===== config.mk =====
export PLATFORM = sky130hd
export DESIGN_NAME = dma_reg_arbiter
export DESIGN_NICKNAME = d
export VERILOG_FILES = /design/src/rtl/dma_pkg.sv /design/src/rtl/rr_arbiter.sv /design/src/rtl/dma_reg_arbiter.sv
export SDC_FILE = /design/constraint.sdc
export NUM_CORES = 1
export LEC_CHECK = 0
export BUFFER_PORTS_ARGS = -buffer_cell sky130_fd_sc_hd__buf_4
export CELL_PAD_IN_SITES_DETAIL_PLACEMENT = 0
export CELL_PAD_IN_SITES_GLOBAL_PLACEMENT = 2
export CORE_AREA = 2 2 157 159
export DETAILED_ROUTE_END_ITERATION = 12
export DIE_AREA = 0 0 159 161
export PLACE_DENSITY = 0.86
export SLEW_MARGIN = 20
export SYNTH_ARGS = -nofsm -noshare
export SYNTH_HDL_FRONTEND = slang
export SYNTH_SLANG_ARGS = --single-unit

===== constraint.sdc =====
create_clock -name clk -period 4.8 [get_ports clk]
set_input_delay 0.72 -clock clk [delete_from_list [all_inputs] [get_ports clk]]
set_output_delay 0.72 -clock clk [all_outputs]
set_load 0.02 [all_outputs]

===== src/rtl/dma_pkg.sv =====
// -----------------------------------------------------------------------------
// dma_pkg
//   Shared definitions for the DMA register-port arbiter: the addresses of the
//   four DMA registers that form the accessible window, and the arbiter FSM
//   state encoding.
// -----------------------------------------------------------------------------
package dma_pkg;

    localparam logic [31:0] DMA_INTR_ADDR = 32'h0000_0400;
    localparam logic [31:0] DMA_CTRL_ADDR = 32'h0000_0404;
    localparam logic [31:0] DMA_IO_ADDR   = 32'h0000_0408;
    localparam logic [31:0] DMA_MEM_ADDR  = 32'h0000_040C;

    typedef enum logic [1:0] {
        IDLE,
        ISSUE,
        CAPTURE,
        RESP
    } arb_state_e;

endpackage


===== src/rtl/rr_arbiter.sv =====
// -----------------------------------------------------------------------------
// rr_arbiter
//   Purely combinational round-robin pick. Scans the request vector starting
//   at ptr_i and wrapping modulo N; the first set bit wins.
// Ports
//   req_i    in   N     request vector
//   ptr_i    in   IW    scan start position (0..N-1)
//   grant_o  out  N     one-hot grant (all zero when no request)
//   idx_o    out  IW    index of the granted requester (0 when no request)
// -----------------------------------------------------------------------------
module rr_arbiter #(
    parameter  int unsigned N  = 4,
    localparam int unsigned IW = (N > 1) ? $clog2(N) : 1
) (
    input  logic [N-1:0]  req_i,
    input  logic [IW-1:0] ptr_i,
    output logic [N-1:0]  grant_o,
    output logic [IW-1:0] idx_o
);

    logic        found;
    int unsigned j;

    always_comb begin
        grant_o = '0;
        idx_o   = '0;
        found   = 1'b0;
        j       = 0;
        for (int unsigned k = 0; k < N; k++) begin
            j = (32'(ptr_i) + k) % N;
            if (!found && req_i[j[IW-1:0]]) begin
                found               = 1'b1;
                grant_o[j[IW-1:0]]  = 1'b1;
                idx_o               = j[IW-1:0];
            end
        end
    end

endmodule


===== src/rtl/dma_reg_arbiter.sv =====
// -----------------------------------------------------------------------------
// dma_reg_arbiter
//   Shares the DMA register port between NUM_REQ requesters. One request is
//   accepted at a time (round-robin), its address is checked against the DMA
//   register window, a single-cycle valid pulse is issued to the DMA, and a
//   one-cycle response (write ack, read data or address error) is returned to
//   the winning requester.
// Ports
//   clk, reset_n             clock, async active-low reset
//   req_valid/req_wr         per-requester request and direction (1=write)
//   req_addr/req_wdata       flattened per-requester address / write data
//   req_ready                one-hot accept strobe, only while idle
//   rsp_valid/rsp_err        one-hot response pulse, address-error flag
//   rsp_rdata                read data (0 for writes and errors)
//   dma_addr/wr_en/valid/wdata  registered DMA command outputs
//   dma_rdata                DMA read data, valid the cycle after the pulse
//   busy                     a transaction is in flight
// -----------------------------------------------------------------------------
module dma_reg_arbiter
    import dma_pkg::*;
#(
    parameter int unsigned NUM_REQ    = 4,
    parameter int unsigned ADDR_WIDTH = 32,
    parameter int unsigned DATA_WIDTH = 32
) (
    input  logic                          clk,
    input  logic                          reset_n,
    input  logic [NUM_REQ-1:0]            req_valid,
    input  logic [NUM_REQ-1:0]            req_wr,
    input  logic [NUM_REQ*ADDR_WIDTH-1:0] req_addr,
    input  logic [NUM_REQ*DATA_WIDTH-1:0] req_wdata,
    output logic [NUM_REQ-1:0]            req_ready,
    output logic [NUM_REQ-1:0]            rsp_valid,
    output logic                          rsp_err,
    output logic [DATA_WIDTH-1:0]         rsp_rdata,
    output logic [ADDR_WIDTH-1:0]         dma_addr,
    output logic                          dma_wr_en,
    output logic                          dma_valid,
    output logic [DATA_WIDTH-1:0]         dma_wdata,
    input  logic [DATA_WIDTH-1:0]         dma_rdata,
    output logic                          busy
);

    localparam int unsigned IW = (NUM_REQ > 1) ? $clog2(NUM_REQ) : 1;

    arb_state_e             state_q, state_d;
    logic [IW-1:0]          rr_ptr_q, rr_ptr_d;
    logic [IW-1:0]          id_q, id_d;
    logic                   err_q, err_d;
    logic [ADDR_WIDTH-1:0]  dma_addr_q, dma_addr_d;
    logic                   dma_wr_en_q, dma_wr_en_d;
    logic                   dma_valid_q, dma_valid_d;
    logic [DATA_WIDTH-1:0]  dma_wdata_q, dma_wdata_d;
    logic [DATA_WIDTH-1:0]  rdata_q, rdata_d;

    logic [NUM_REQ-1:0]     grant;
    logic [IW-1:0]          win_idx;
    logic [ADDR_WIDTH-1:0]  sel_addr;
    logic [DATA_WIDTH-1:0]  sel_wdata;
    logic                   sel_wr;
    logic                   addr_ok;

    rr_arbiter #(.N(NUM_REQ)) u_rr_arbiter (
        .req_i   (req_valid),
        .ptr_i   (rr_ptr_q),
        .grant_o (grant),
        .idx_o   (win_idx)
    );

    assign sel_addr  = req_addr[32'(win_idx)*ADDR_WIDTH +: ADDR_WIDTH];
    assign sel_wdata = req_wdata[32'(win_idx)*DATA_WIDTH +: DATA_WIDTH];
    assign sel_wr    = req_wr[win_idx];

    // Only the four aligned register addresses are legal; anything else,
    // including unaligned addresses inside the window, is an error.
    assign addr_ok = sel_addr inside {ADDR_WIDTH'(DMA_INTR_ADDR), ADDR_WIDTH'(DMA_CTRL_ADDR),
                                      ADDR_WIDTH'(DMA_IO_ADDR),   ADDR_WIDTH'(DMA_MEM_ADDR)};

    always_comb begin
        state_d     = state_q;
        rr_ptr_d    = rr_ptr_q;
        id_d        = id_q;
        err_d       = err_q;
        dma_addr_d  = dma_addr_q;
        dma_wr_en_d = dma_wr_en_q;
        dma_valid_d = 1'b0;
        dma_wdata_d = dma_wdata_q;
        rdata_d     = rdata_q;
        unique case (state_q)
            IDLE: begin
                if (|req_valid) begin
                    id_d     = win_idx;
                    rr_ptr_d = (win_idx == IW'(NUM_REQ - 1)) ? '0 : win_idx + 1'b1;
                    rdata_d  = '0;
                    if (addr_ok) begin
                        err_d       = 1'b0;
                        dma_addr_d  = sel_addr;
                        dma_wr_en_d = sel_wr;
                        dma_wdata_d = sel_wdata;
                        dma_valid_d = 1'b1;
                        state_d     = ISSUE;
                    end else begin
                        // DMA command registers keep their last values.
                        err_d   = 1'b1;
                        state_d = RESP;
                    end
                end
            end
            ISSUE:   state_d = dma_wr_en_q ? RESP : CAPTURE;
            CAPTURE: begin
                rdata_d = dma_rdata;
                state_d = RESP;
            end
            RESP:    state_d = IDLE;
            default: state_d = IDLE;
        endcase
    end

    always_ff @(posedge clk or negedge reset_n) begin
        if (!reset_n) begin
            state_q     <= IDLE;
            rr_ptr_q    <= '0;
            id_q        <= '0;
            err_q       <= 1'b0;
            dma_addr_q  <= '0;
            dma_wr_en_q <= 1'b0;
            dma_valid_q <= 1'b0;
            dma_wdata_q <= '0;
            rdata_q     <= '0;
        end else begin
            state_q     <= state_d;
            rr_ptr_q    <= rr_ptr_d;
            id_q        <= id_d;
            err_q       <= err_d;
            dma_addr_q  <= dma_addr_d;
            dma_wr_en_q <= dma_wr_en_d;
            dma_valid_q <= dma_valid_d;
            dma_wdata_q <= dma_wdata_d;
            rdata_q     <= rdata_d;
        end
    end

    assign req_ready = (state_q == IDLE) ? grant : '0;
    assign rsp_valid = (state_q == RESP) ? (NUM_REQ'(1) << id_q) : '0;
    assign rsp_err   = (state_q == RESP) && err_q;
    assign rsp_rdata = (state_q == RESP) ? rdata_q : '0;
    assign dma_addr  = dma_addr_q;
    assign dma_wr_en = dma_wr_en_q;
    assign dma_valid = dma_valid_q;
    assign dma_wdata = dma_wdata_q;
    assign busy      = (state_q != IDLE);

endmodule


==> metrics.txt, run 1 <==
status finished, final reports clean; Placed Cells 1224; postcts setup bufs 0; HP Class input port to asynchronous set/reset pin; Vias 5541; largest family of logic cells by synthesized area multiplexers; area added between synthesis and finish 58.7%; # nets final 1221; clk_lat worst skew 0.35 ns; crit path capture type output pin; worst hold margin 0.399 ns; synth warn 0; share of layout cells above drive strength 1 0.515; fmax 250 MHz; sequential area share after synthesis 0.428; Worst Tran Pin Value 1.04 ns; Clock Skews 0.00744 ns; Synth async-reset ratio 1.00; R2R Path Start rr_ptr_q[0]; Setup crit start kind register; critical path class register to output pin; Design Area, Final 0.00975 mm2; largest net degree at the start of global routing 81; Port-buffer cells 405; Post-synth EDFFs 0; floorplan row count 57; PD cells 417 mW/mm2; Post-DRT Antenna Nets 0; Max-slew headroom 0.308; gpl congestion 0.794; Slew Viols, Final 0; Reg2Reg Setup Slack 1.00 ns; Avg Vias per Cell 4.46; core area 0.0240 mm2; DP Wirelength 17.3 mm; Die Y 161 um; worst-case reg-to-reg path depth 8; Post-Place Setup Slack 0.949 ns; post-route insts no fill 1241; Final Hold Fails 0; TritonCTS clock tree yes; Final Power 4.07 mW; die area 0.0256 mm2; Remaining DRCs 0; post-synthesis simple-gate area fraction 0.152; Clock Root Buffer clkbuf_16; final worst path period share 0.833; Tmin final 4.00 ns; Crit Path Max Fanout 17; Syn Inst Count 524; post-synthesis compound-gate area fraction 0.0809; setup TNS 0 ns; final setup margin 0.802 ns; Seq cells post-synth 105; Avg Cell Area, Syn 11.7 um2; first-pass GRT wire length 33.4 mm; Final Setup Violations 0; chip width 159 um; critical path data required time 4.08 ns; RR Endpoint dma_wdata[0]; Detailed Routing Iterations Pass 1 4; Clock transition at path regs 0.08 ns; gr ovfl total 0; Initial Util 0.256; Top FF cell, synth dfrtp_1; initial antenna violation count 1; initial DRC count 290; Pleak 5.02 nW; Core Util, Final 0.407; # hold bufs at CTS 0; Routed WL 21.7 mm; cts bufs inserted 9; Post-DP Area 0.00944 mm2; adder-cell share of the synthesized area 0.0244; Synth cell types 51; # Max-Cap Violations 0; Num Clock Sinks 105; num ports 406; vias in the first global route 5671; Max VDD drop 0.000338 V; post-cts sizing count 0; Avg WL per Cell 17.5 um; gr usage total 0.166; Longest Clk Path Bufs 2; CP arrival 3.28 ns; multiplexer share of the synthesized area 0.274; unrepaired setup endpoints after global routing no; Clock H-tree levels 3; Post-Syn Nets 834; synthesized cell area 0.00614 mm2; XOR/XNOR Fraction of Synth Area 0.00285
power by group:
| part | leakage (nW) | internal (mW) | switching (mW) |
|---|---|---|---|
| registers | 1.41 | 1.02 | 0.104 |
| logic | 3.46 | 1.05 | 1.14 |
| clock network | 0.144 | 0.379 | 0.365 |
| total | 5.02 | 2.45 | 1.61 |
cell usage after synthesis (all sizes together), types with 2 or more instances:
library cell	n	share of area
nor4	24	0.024
inv	6	0.0037
mux2	37	0.086
nor4b	5	0.0071
and2	63	0.064
mux4	2	0.0073
a22o	32	0.046
a221oi	4	0.0057
clkbuf	15	0.0092
o21ai	5	0.0041
or4b	2	0.0039
nor3b	2	0.0024
mux2i	111	0.18
a22oi	4	0.0049
dfrtp	105	0.43
nand4	11	0.014
ha	12	0.024
a211oi	2	0.0024
a21oi	5	0.0059
nand2	12	0.0073
nor2	24	0.015
buf	19	0.025
nor2b	2	0.0020
area by class of cell:
type / count / area (um2)
Fill cell: 2446 / 14200
Tap cell: 324 / 405
Clock buffer: 10 / 239
Timing Repair Buffer: 410 / 3090
Clock inverter: 6 / 61.3
Multi-Input combinational cell: 379 / 3290
Antenna cell: 1 / 2.50
Sequential cell: 105 / 2630
Inverter: 6 / 22.5
kinds of logic after synthesis:
family | after synthesis
AOI/OAI and AO/OA | 60
xor gates and xnor gates | 2
adders and majority gates | 12
buffers and inverters | 40
DFF | 105
muxes | 150
and+or+nand+nor | 155
routing by layer:
| metal | global-route usage | vias to the layer above | routed length (um) |
|---|---|---|---|
| met5 | 0 | - | 0 |
| met4 | 0.0322 | 0 | 263 |
| met3 | 0.0550 | 17 | 1720 |
| met2 | 0.266 | 216 | 10100 |
| met1 | 0.220 | 2609 | 9670 |
| li1 | - | 2699 | - |
registers in the layout, indices dropped and copies added (netlist names):
signal and cells:
err_q 1, dma_wdata 32, dma_wr_en 1, rdata_q 32, dma_valid 1, rr_ptr_q 2
dma_addr 32, id_q 2, state_q 2
how the worst max path moves through the flow:
stage	from	to	slack, ns
after global routing	rr_ptr_q[0]	req_ready[3]	0.42
after global placement	rr_ptr_q[0]	dma_wdata[2]	1.0
after detailed placement	rr_ptr_q[0]	dma_wdata[0]	0.95
after floorplan	rr_ptr_q[0]	req_ready[0]	1.58
final	rr_ptr_q[0]	req_ready[3]	0.80
after CTS	rr_ptr_q[0]	req_ready[0]	0.77
critical path, cell delays in order (launching register included):
cell,delay (ns)
dfrtp_1,0.71
inv_1,0.30
ha_1,0.51
mux4_2,0.60
nor2b_1,0.26
a22oi_1,0.12
nor2_1,0.11
a221oi_1,0.06
nor2_1,0.12
buf_4,0.15
cells in the final DEF, fill, tap and decap left out, drive strengths merged, types with 2 or more instances in the layout:
| cell type | n |
|---|---|
| nor2 | 24 |
| nor4b | 5 |
| mux2i | 111 |
| nand2 | 12 |
| dfrtp | 105 |
| a211oi | 2 |
| nor3b | 2 |
| clkbuf | 10 |
| and2 | 63 |
| clkinv | 3 |
| o21ai | 5 |
| buf | 410 |
| nor2b | 2 |
| a21oi | 5 |
| inv | 8 |
| a22oi | 4 |
| ha | 12 |
| nor4 | 24 |
| or4b | 2 |
| nand4 | 11 |
| a22o | 32 |
| mux4 | 2 |
| a221oi | 4 |
| mux2 | 37 |
No activity file was read; power rests on OpenSTA's default activity.
==> run 2, diff against run 1 <==
Settings changed: CORE_AREA 2 2 157 159 to not set, CORE_UTILIZATION set to 22, DIE_AREA 0 0 159 161 to not set, PLACE_DENSITY 0.86 to 0.79.
Clock period 4.8 ns to 3.4 ns, I/O delays scaled along.
==> run 2 against run 1 <==
Compared with the run above:
- register-to-register slack got worse by 0.66 ns
- worst setup slack worse by 0.56 ns
- critical path type unchanged
- non-clock buffer count grew 8
==> metrics.txt, run 2 (same netlist as run 1, synthesis figures left out) <==
status finished, final reports clean; Clock transition at path regs 0.08 ns (about the same); share of layout cells above drive strength 1 0.521 (+0.00528); num ports 406 (unchanged); gpl congestion 0.768 (-3.2%); Remaining DRCs 0 (unchanged); Layout fillers 2827 (+16%); initial antenna violation count 0 (-1); Pleak 5.08 nW (+1.2%); initial DRC count 228 (-21%); PD cells 588 mW/mm2 (+41%); Clock Skews 0.00758 ns (+0.000141 ns); clk_lat worst skew 0.34 ns (about the same); R2R Path Start rr_ptr_q[1]; Max-slew headroom 0.363 (+0.0548); chip width 169 um (+6.3%); first-pass GRT wire length 33.4 mm (about the same); most common library cell in the layout ignoring fill and taps buf_4; Clock Root Buffer clkbuf_16; CP arrival 2.65 ns (-0.63 ns); final worst path period share 0.928; Worst Tran Pin Value 0.955 ns (-0.0822 ns); Critical Path Start rr_ptr_q[1]; Initial Util 0.226 (-0.0303); ANT cells 0 (-1); Crit Path Max Fanout 7 (-10); core area 0.0272 mm2 (+13%); Routed WL 21.9 mm (+0.94%); # nets final 1229 (+0.66%); Final Power 5.83 mW (+44%); largest net degree at the start of global routing 71 (-12%); unrepaired setup endpoints after global routing no; Avg WL per Cell 16.9 um (-3.3%); Avg Vias per Cell 4.28 (-4.2%); Sequential Area 0.00263 mm2 (unchanged); floorplan row count 60 (+5.3%); Die Y 169 um (+5.0%); Vias 5546 (+0.090%); gr ovfl total 0 (unchanged); fmax 317 MHz; Num Clock Sinks 105 (unchanged); Max VDD drop 0.000404 V (+20%); vias in the first global route 5875 (+3.6%); Port-buffer cells 405 (unchanged); DP Wirelength 17.6 mm (+1.7%); postcts setup bufs 0 (unchanged); Post-DRT Antenna Nets 0 (unchanged); Post-DP Area 0.00960 mm2 (+1.7%); area added between synthesis and finish 61.5%; critical path class register to output pin; cts bufs inserted 9 (unchanged); setup TNS 0 ns (unchanged); Slew Viols, Final 0 (unchanged); TritonCTS clock tree yes; area of the multi-input gates 0.00330 mm2 (about the same); Tmin final 3.16 ns; crit path capture type output pin; Design Area, Final 0.00992 mm2 (+1.8%); # Max-Cap Violations 0 (unchanged); critical path data required time 2.89 ns (-1.19 ns); Final Setup Violations 0 (unchanged); Detailed Routing Iterations Pass 1 4 (unchanged); commonest non-fill, non-tap cells in the layout buf_4 (414), mux2i_1 (111), dfrtp_1 (105); gr usage total 0.152 (-0.0137); HP Class input port to asynchronous set/reset pin; Setup crit start kind register; Clock H-tree levels 3 (unchanged); Longest Clk Path Bufs 2 (unchanged); die area 0.0286 mm2 (+12%); Final Hold Fails 0 (unchanged)
[run 2: cell types whose count changed in the layout (fill, tap and decap cells not counted)]
cell,delta
bufinv_16,+1
buf_4,+6
buf_12,+3
nor2b_2,+1
nor2b_1,-1
inv_6,+1
clkbuf_8,-1
clkinvlp_4,-1
buf_6,-1
diode_2,-1
[run 2: final cells by class]
type	count	share of cell area
Clock buffer	9	0.0227
Inverter	6	0.00227
Timing Repair Buffer	418	0.321
Clock inverter	7	0.00934
Multi-Input combinational cell	379	0.332
Sequential cell	105	0.265
Tap cell	372	0.0469
[run 2: worst paths after layout]
check	end	slack (ns)	depth (start not counted)
max	req_ready[1]	0.24	8
min	rdata_q[14]	0.26	1
max reg2reg	dma_addr[31]	0.34	8
min reg2reg	dma_addr[10]	0.49	1
max in group asynchronous	dma_wdata[1]	2.38	2
min in group clk	rdata_q[5]	0.37	2
[run 2: critical path, cell delays in order (launching register included)]
cell      delay [ns]
dfrtp_1         0.35
inv_1           0.09
ha_1            0.44
mux4_2          0.61
a22oi_1         0.21
nor2_1          0.06
a221oi_1        0.30
nor2_1          0.07
buf_4           0.16
[run 2: through the flow]
step | setup WS, ns | instances | hold slack [ns] | util
2_1_floorplan | 0.387 | 524 | 0.214 | -
3_3_place_gp | 0.347 | 1280 | 0.456 | 0.353
3_5_place_dp | 0.299 | 1280 | 0.461 | 0.353
4_1_cts | 0.147 | 1296 | 0.269 | 0.365
5_1_grt | 0.0243 | 1296 | 0.306 | 0.365
6_report | 0.244 | 1296 | 0.256 | 0.365
[run 2: what timing repair did]
item / 4_1_cts / 5_1_grt
endpoints found under the setup margin: 0 / 3
hold buffers: 0 / 0
gates resized for setup: 0 / 1
[run 2: routing by layer]
metal | share of wire | global-route usage | vias to the layer above | wire length, um
li1 | - | - | 2720 | -
met1 | 0.42 | 0.190 | 2594 | 9280
met2 | 0.49 | 0.255 | 214 | 10700
met3 | 0.073 | 0.0463 | 18 | 1600
met4 | 0.014 | 0.0376 | 0 | 313
met5 | 0 | 0 | - | 0
[run 2: report_power, final]
group / switching [mW] / internal (mW) / total (mW)
Sequential: 0.0965 / 1.44 / 1.54
Clock: 0.512 / 0.591 / 1.10
Combinational: 1.68 / 1.51 / 3.19
Total: 2.29 / 3.55 / 5.83
==> run 3, diff against run 2 <==
Settings changed: CORE_MARGIN set to 5.
==> run 3 against run 2 <==
Compared with the run above:
- hold slack worse by 0.016 ns
- critical path depth is 1 higher
- sequential share of layout area is 0.074 points higher
- via count increased by 0.16%
- cell area shrank 0.28%
- combinational power barely moved
- sequential power about the same
- global-route usage fell by 1.1 points
- register-to-register slack better by 0.08 ns
- largest power group unchanged
==> metrics.txt, run 3 (same netlist as run 1, synthesis figures left out) <==
commonest non-fill, non-tap cells in the layout buf_4 (414), mux2i_1 (111), dfrtp_1 (105); Core Util, Final 0.357 (-0.00796); Remaining DRCs 0 (unchanged); Clock transition at path regs 0.08 ns (about the same); Placed Cells 1285 (+0.39%); unrepaired setup endpoints after global routing no; initial DRC count 245 (+7.5%); die area 0.0314 mm2 (+9.7%); RR Endpoint dma_addr[24]; crit path capture type output pin; PD cells 589 mW/mm2 (about the same); Clock Root Buffer clkbuf_16; largest net degree at the start of global routing 60 (-15%); fmax 324 MHz (+2.2%); Worst Tran Pin Value 0.890 ns (-0.0655 ns); # Max-Cap Violations 0 (unchanged); Final Setup Violations 0 (unchanged); R2R Path Start rr_ptr_q[1]; TritonCTS clock tree yes; Final Hold Fails 0 (unchanged); worst hold margin 0.240 ns (-0.0164 ns); num ports 406 (unchanged); cts bufs inserted 9 (unchanged); share of layout cells above drive strength 1 0.520 (about the same); Longest Clk Path Bufs 2 (unchanged); most common library cell in the layout ignoring fill and taps buf_4; Pint 3.50 mW (-1.3%); Clock Power Share 0.184 (-0.005); Clock H-tree levels 3 (unchanged); DP Wirelength 18.6 mm (+5.8%); Port-buffer cells 405 (unchanged); Reg2Reg Setup Slack 0.42 ns (+0.08 ns); logic gate share of total power 0.552 (+0.005); vias in the first global route 5969 (+1.6%); floorplan row count 61 (+1.7%); critical path class register to output pin; Vias 5555 (+0.16%); setup TNS 0 ns (unchanged); Initial Util 0.222 (-0.00432); Max VDD drop 0.000352 V (-13%); area added between synthesis and finish 61.0%; core area 0.0277 mm2 (+1.9%); Clock Skews 0.00912 ns (+0.00154 ns); Crit Path Max Fanout 7 (unchanged); Slew Viols, Final 0 (unchanged); Die Y 177 um (+4.7%); CP arrival 2.58 ns (-0.07 ns); Routed WL 23.0 mm (+4.9%); gr ovfl total 0 (unchanged); area of the multi-input gates 0.00330 mm2 (unchanged); Layout fillers 2843 (+0.57%); # nets final 1228 (-0.081%); chip width 177 um (+4.7%); gr usage total 0.141 (-0.0107); Avg WL per Cell 17.7 um (+4.5%); Post-DRT Antenna Nets 0 (unchanged); Max-slew headroom 0.407 (+0.0437); final worst path period share 0.908 (-0.0199); gpl congestion 0.858 (+12%); Detailed Routing Iterations Pass 1 4 (unchanged); Avg Vias per Cell 4.27 (-0.30%); Pleak 5.07 nW (-0.37%); initial antenna violation count 1 (+1); first-pass GRT wire length 34.4 mm (+3.2%); Seq pwr share 0.264 (about the same); worst-case reg-to-reg path depth 8 (unchanged); Tmin final 3.09 ns (-0.0675 ns); Sw Ratio 0.399 (+0.00679); status finished, final reports clean; Setup crit start kind register; NetSw 2.32 mW (+1.5%); Critical Path Start rr_ptr_q[1]; post-route insts no fill 1302 (+0.46%); Critical Path End req_ready[3]; HP Class input port to asynchronous set/reset pin; critical path data required time 2.89 ns (about the same); clk_lat worst skew 0.35 ns (about the same); Sequential Area 0.00263 mm2 (unchanged); Num Clock Sinks 105 (unchanged)
run 3: worst min path at each step:
stage	start	end	slack [ns]	cells after the start
3_5_place_dp	dma_addr[10]	dma_addr[10]	0.46	1
4_1_cts	reset_n	rdata_q[19]	0.26	1
3_3_place_gp	dma_addr[10]	dma_addr[10]	0.46	1
5_1_grt	reset_n	rdata_q[15]	0.30	1
6_report	reset_n	rdata_q[19]	0.24	1
2_1_floorplan	reset_n	dma_addr[0]	0.21	0
run 3: routing by layer:
layer / GRT usage / part of all wire
met1: 0.177 / 0.42
met2: 0.231 / 0.48
met3: 0.0511 / 0.089
met4: 0.0387 / 0.015
met5: 0 / 0
run 3: what timing repair did:
action	in CTS	in global routing
hold buffers	0	0
setup buffers	0	0
gates resized for setup	0	1
setup endpoints to repair	0	4
run 3: power by group through the flow:
stage                     Clock (mW)  Combinational (mW)  Sequential, mW
after floorplan                    0                2.26            1.55
after global placement             0                3.26            1.56
after detailed placement           0                3.26            1.56
after CTS                       1.13                3.27            1.54
after global routing            1.16                3.51            1.57
final                           1.07                3.21            1.54
run 3: final cells by class:
type / count / share of cell area
Sequential cell: 105 / 0.266
Clock inverter: 7 / 0.00759
Clock buffer: 9 / 0.0228
Tap cell: 378 / 0.0478
Multi-Input combinational cell: 379 / 0.333
Inverter: 6 / 0.00228
Antenna cell: 1 / 0.000253
Timing Repair Buffer: 417 / 0.320
run 3: through the flow:
step	setup slack [ns]	area (um2)	total power, mW
detailed placement	0.374	9580	4.83
CTS	0.187	9880	5.94
finish	0.311	9890	5.82
floorplan	0.387	6140	3.81
global placement	0.444	9580	4.82
global route	0.107	9890	6.24
run 3: critical path: stages (launching register included):
cell and delay [ns]:
dfrtp_1 0.35, inv_1 0.09, ha_1 0.43, mux4_2 0.60, nor2b_2 0.21, a22oi_1 0.09
nor2_1 0.10, a221oi_1 0.06, nor2_1 0.15, buf_4 0.16
